### config.mk
export PLATFORM = sky130hd
export DESIGN_NAME = seg7_stream_decoder
export DESIGN_NICKNAME = d
export VERILOG_FILES = /design/src/rtl/seg7_pkg.sv /design/src/rtl/seg7_decode.sv /design/src/rtl/seg7_stream_decoder.sv
export SDC_FILE = /design/constraint.sdc
export NUM_CORES = 1
export LEC_CHECK = 0
export CORE_ASPECT_RATIO = 2
export CORE_UTILIZATION = 48
export DETAILED_ROUTE_END_ITERATION = 10
export PLACE_DENSITY = 0.71
export SLEW_MARGIN = 20
export SYNTH_ARGS = -nofsm -noshare
export SYNTH_HDL_FRONTEND = slang
export SYNTH_SLANG_ARGS = --single-unit
### constraint.sdc
create_clock -name clk -period 2.44 [get_ports clk]
set_clock_uncertainty 0.1 [all_clocks]
set_input_delay 0.488 -clock clk [delete_from_list [all_inputs] [get_ports clk]]
set_output_delay 0.488 -clock clk [all_outputs]
set_load 0.01 [all_outputs]
### src/rtl/seg7_pkg.sv
// seg7_pkg: segment codes, widths and sequence-state type shared by the seven-segment stream decoder.
package seg7_pkg;
  localparam int SEG_W = 7;
  localparam int DIG_W = 4;
  localparam int ERR_W = 8;
  localparam logic [SEG_W-1:0] SEG_BLANK = 7'h00;
  localparam logic [SEG_W-1:0] SEG_CODES [16] = '{
    7'h3F, 7'h06, 7'h5B, 7'h4F, 7'h66, 7'h6D, 7'h7D, 7'h07,
    7'h7F, 7'h6F, 7'h77, 7'h7C, 7'h39, 7'h5E, 7'h79, 7'h71
  };
  typedef enum logic {ACQUIRE, LOCKED} seq_state_t;
endpackage

### src/rtl/seg7_decode.sv
// seg7_decode: combinational map from a segment pattern to a hex digit below MODULUS, or blank.
module seg7_decode
  import seg7_pkg::*;
#(
  parameter int MODULUS = 16
) (
  input  logic [SEG_W-1:0] pattern,
  output logic             is_digit,
  output logic             is_blank,
  output logic [DIG_W-1:0] value
);
  always_comb begin
    is_digit = 1'b0;
    value    = '0;
    for (int i = 0; i < MODULUS; i++)
      if (pattern == SEG_CODES[i]) begin
        is_digit = 1'b1;
        value    = DIG_W'(i);
      end
  end
  assign is_blank = pattern == SEG_BLANK;
endmodule

### src/rtl/seg7_stream_decoder.sv
// seg7_stream_decoder: synchronises and stability-filters a strobe-less 7-segment bus,
// decodes accepted patterns and checks they follow a modulo count sequence.
module seg7_stream_decoder
  import seg7_pkg::*;
#(
  parameter int SYNC_STAGES   = 2,
  parameter int STABLE_CYCLES = 4,
  parameter int MODULUS       = 16,
  parameter int LOCK_COUNT    = 3
) (
  input  logic             clk,
  input  logic             rst_n,
  input  logic [SEG_W-1:0] seg_in,
  input  logic             enable,
  output logic [DIG_W-1:0] digit,
  output logic             digit_valid,
  output logic             blank,
  output logic             illegal,
  output logic             seq_err,
  output logic             locked,
  output logic [ERR_W-1:0] err_count
);
  logic [SYNC_STAGES-1:0][SEG_W-1:0] sync;
  logic [SEG_W-1:0] s, s_prev, last_acc;
  logic [3:0] stab_cnt, run;
  logic [DIG_W-1:0] value, expected;
  logic is_digit, is_blank, accept;
  seq_state_t state;
  assign s = sync[SYNC_STAGES-1];
  // accept on the cycle the counter would first hit STABLE_CYCLES
  assign accept = enable && s == s_prev && stab_cnt == 4'(STABLE_CYCLES - 1) && s != last_acc;
  seg7_decode #(.MODULUS(MODULUS)) u_decode (
    .pattern (s),
    .is_digit(is_digit),
    .is_blank(is_blank),
    .value   (value)
  );
  always_ff @(posedge clk or negedge rst_n) begin
    if (!rst_n) begin
      sync     <= '0;
      s_prev   <= '0;
      stab_cnt <= '0;
    end else begin
      sync     <= {sync[SYNC_STAGES-2:0], seg_in};
      s_prev   <= s;
      stab_cnt <= s != s_prev ? 4'd0 : stab_cnt == 4'(STABLE_CYCLES) ? stab_cnt : stab_cnt + 4'd1;
    end
  end
  always_ff @(posedge clk or negedge rst_n) begin
    if (!rst_n) begin
      last_acc    <= '0;
      digit       <= '0;
      digit_valid <= 1'b0;
      blank       <= 1'b1;
      illegal     <= 1'b0;
      seq_err     <= 1'b0;
      locked      <= 1'b0;
      err_count   <= '0;
      state       <= ACQUIRE;
      expected    <= '0;
      run         <= '0;
    end else begin
      digit_valid <= 1'b0;
      illegal     <= 1'b0;
      seq_err     <= 1'b0;
      if (accept) begin
        last_acc <= s;
        if (is_blank) begin
          blank <= 1'b1;
        end else if (!is_digit) begin
          illegal   <= 1'b1;
          err_count <= err_count + ERR_W'(~&err_count);
          state     <= ACQUIRE;
          locked    <= 1'b0;
          run       <= '0;
        end else begin
          digit       <= value;
          digit_valid <= 1'b1;
          blank       <= 1'b0;
          expected    <= value == DIG_W'(MODULUS - 1) ? '0 : value + 4'd1;
          if (state == LOCKED) begin
            if (value != expected) begin
              seq_err   <= 1'b1;
              err_count <= err_count + ERR_W'(~&err_count);
              state     <= ACQUIRE;
              locked    <= 1'b0;
              run       <= 4'd1;
            end
          end else if (value == expected && run != 0) begin
            // run counts the anchor digit, so LOCK_COUNT in-sequence digits follow it
            run <= run + 4'd1;
            if (run >= 4'(LOCK_COUNT)) begin
              state  <= LOCKED;
              locked <= 1'b1;
            end
          end else begin
            run <= 4'd1;
          end
        end
      end
    end
  end
endmodule

==> results.py <==
metrics = {
    "status": {
        "status": "finished, violations left",
        "violations": "setup timing",
    },
    "route": {
        "drc": 0,
        "drt_iter0_drc": 103,
        "wirelength_mm": 7.14,
        "drt-wirelength-per-cell_microns": 15.4,
        "drtPass1Iterations": 4,
        "ant_nets": 0,
        "vias_per_cell": 5.44,
        "num_vias": 2529,
    },
    "global_route": {
        "antenna_found_initial": 0,
        "gr-total-overflow": 0,
        "grt_start_max_net_pins": 22,
        "grt_pass1_vias": 2632,
        "grtUsageTotal_pct": 24.3,
        "grt_pass1_wl_mm": 12.0,
    },
    "synthesis": {
        "synth_nets": 297,
        "synth_cells": 280,
        "synth_edf_count": 0,
        "ys_warn_count": 0,
        "syn_area_per_cell_sq_um": 10.9,
        "synth-main-ff-cell": "dfrtp_1",
        "async_reset_ff_share_pct": 100,
        "yosysUniqueCellTypes": 67,
        "ys_ff_latch": 58,
        "synth-seq-area-share_pct": 47.5,
        "synthesis.area_sq_um": 3060,
    },
    "finish": {
        "antennaDiodeCount": 0,
        "post-route-util_pct": 72.5,
        "drive_gt1_share_pct": 37.5,
        "areaGrowthSynthToFinish_pct": 43.6,
        "nNetsFinal": 393,
    },
    "worst_setup_path": {
        "crit_type": "reg2reg",
        "cp_max_fo": 8,
        "r2r_slack_ns": -0.10,
        "end_kind": "flip-flop",
        "critPathLaunch": "s[1]$_DFF_PN0_",
        "reg2reg_from": "s[1]$_DFF_PN0_",
        "r2r_cells": 9,
        "arrival_ns": 2.65,
        "critPathLaunchType": "flip-flop",
        "critPathRequiredTime_ns": 2.55,
    },
    "place": {
        "preCtsSetupSlack_ns": -0.177,
        "portBuffers": 26,
        "dpl.hpwl_mm": 4.94,
        "gp_congestion": 0.831,
    },
    "power_and_ir_drop": {
        "ir_drop_uv": 521,
        "p_total_w": 0.00236,
        "power.leakage_nw": 1.98,
        "powerDensity_nw_per_um2": 538,
    },
    "floorplan": {
        "initial_core_util_pct": 50.5,
        "die_h_microns": 115,
        "rows": 40,
        "ios": 27,
        "die_x_microns": 58.5,
        "die-area_sq_um": 6720,
        "coreArea_sq_um": 6060,
    },
    "clock_tree": {
        "htreeDepth": 3,
        "clockRootBuffer": "clkbuf_16",
        "hold_buffers": 0,
        "cts_buffers": 9,
        "clock_path_buffers": 2,
        "clkSlewWorstSetupHoldPaths_ns": 0.05,
        "cts_num_sinks": 58,
        "cts_tree": "built",
        "clk-insertion-delay-late_ns": 0.33,
    },
    "timing": {
        "setup_viol": 13,
        "worst_slew_pin_slew_ns": 0.484,
        "min_period_over_period_pct": 104,
        "setup_ws_ns": -0.100,
        "rsz0062_at_grt": "true",
        "fmax_mhz": 394,
        "min_period_ns": 2.54,
        "worst_hold_slack_ns": 0.0161,
        "setup_tns_ns": -0.683,
        "hold_violations": 0,
        "slew_headroom_pct": 67.7,
        "slew_viol_final": 0,
    },
    "hold_path": {
        "hp-class": "in2async",
    },
    "flow_run": {
        "maxCapViolCount": 0,
    },
}
-- stage by stage --
stage,instances,cell area [sq um]
2_1_floorplan,280,3080
3_3_place_gp,438,3840
3_5_place_dp,438,3840
4_1_cts,462,4310
5_1_grt,465,4390
6_report,465,4390
-- cell usage after synthesis (2+ instances only) --
cell type / count / share of area [%]
mux2_2: 10 / 3.7
o21ai_0: 8 / 1.3
and2_1: 4 / 0.82
nor4_1: 2 / 0.41
nor2_1: 14 / 1.7
buf_2: 2 / 0.33
or2_2: 2 / 0.41
buf_6: 4 / 1.5
a211oi_1: 6 / 1.5
buf_4: 5 / 1.2
a41oi_1: 2 / 0.57
dfrtp_1: 57 / 47
a31o_2: 2 / 0.57
inv_1: 9 / 1.1
nand3b_1: 2 / 0.49
nand2b_1: 4 / 0.82
a21oi_2: 2 / 0.57
nand3_1: 18 / 2.9
nand4bb_1: 2 / 0.74
nor2b_1: 4 / 0.82
nand4_1: 8 / 1.6
nor3b_1: 2 / 0.49
xnor2_1: 9 / 2.6
o21a_1: 2 / 0.49
o21ai_1: 6 / 0.98
nor3_1: 3 / 0.49
ha_1: 7 / 2.9
nand2_1: 19 / 2.3
xor2_1: 17 / 4.9
a31oi_1: 6 / 1.2
a21oi_1: 4 / 0.65
and3_1: 3 / 0.61
-- repair_timing --
item                       4_1_cts  5_1_grt
setup endpoints to repair       18       30
cloned                           1        0
pin swaps                        8        7
buffers inserted                 7        3
gates resized for setup         25       17
-- routing by layer --
metal / share of wire [%] / wire (microns) / global-route usage (%) / vias to the layer above
met2: 58 / 4150 / 43.6 / 47
met5: 0 / 0 / 0 / -
met3: 2.4 / 172 / 5.06 / 22
met4: 4.7 / 333 / 18.6 / 0
li1: - / - / - / 1209
met1: 35 / 2490 / 23.2 / 1251
-- path summary, 6_finish.rpt --
check | endpoint
worst max register to register | err_count[4]$_DFFE_PN0P_
worst min register to register | s[1]$_DFF_PN0_
worst min-delay path | run[1]$_DFFE_PN0P_
worst max-delay path | err_count[4]$_DFFE_PN0P_
max in group asynchronous | s[1]$_DFF_PN0_
min in group clk | s[1]$_DFF_PN0_
-- cells by family after synthesis --
family | synth area share (%)
xor+xnor | 7.44
fa+ha+maj | 2.86
flops | 47.5
mux | 4.01
simple gates | 20.4
buf+inv | 4.50
compound gates | 13.3
-- critical path: stages, from the launching register on --
cell      delay (ns)
dfrtp_2         0.45
or3b_4          0.41
a21oi_4         0.15
mux2_4          0.31
a41o_1          0.23
a211oi_4        0.24
buf_6           0.18
buf_16          0.12
a211oi_2        0.06
xor2_1          0.15
-- flip-flops by register name, summed over array words and instances (netlist names) --
signal and count:
run 4, illegal 1, digit_valid 1, last_acc 7
s 7, sync 7, locked 1, state 1
stab_cnt 4, digit 4, expected 4, seq_err 1
s_prev 7, err_count 8, blank 1
-- cells in the final DEF, fill, tap and decap left out, types with 4 or more instances in the layout --
master           instances
and2_1                   4
o21ai_0                  6
buf_6                    6
ha_1                     7
clkbuf_16                9
a31oi_1                  5
nor2b_1                  4
nand3_1                 16
mux2_2                   9
o21ai_1                  7
xnor2_1                  8
buf_4                   61
clkdlybuf4s50_1         25
nand2_1                 17
dfrtp_1                 54
nor2_1                  12
inv_1                    9
buf_12                   4
a211oi_2                 5
xor2_1                  17
nand4_1                  8
-- power by group --
part | internal (W) | leakage (nW) | switching [W] | total, W
clock network | 0.000706 | 0.133 | 0.000398 | 0.00110
logic | 0.000132 | 1.11 | 0.000129 | 0.000262
registers | 0.000983 | 0.740 | 0.0000134 | 0.000996
-- layout make-up --
type	instances	area [sq um]
Fill cell	436	1660
Multi-Input combinational cell	200	1640
Sequential cell	58	1460
Timing Repair Buffer	98	888
Clock buffer	13	250
Tap cell	84	105
Inverter	9	33.8
Clock inverter	3	15.0
No activity file was read; power rests on OpenSTA's default activity.
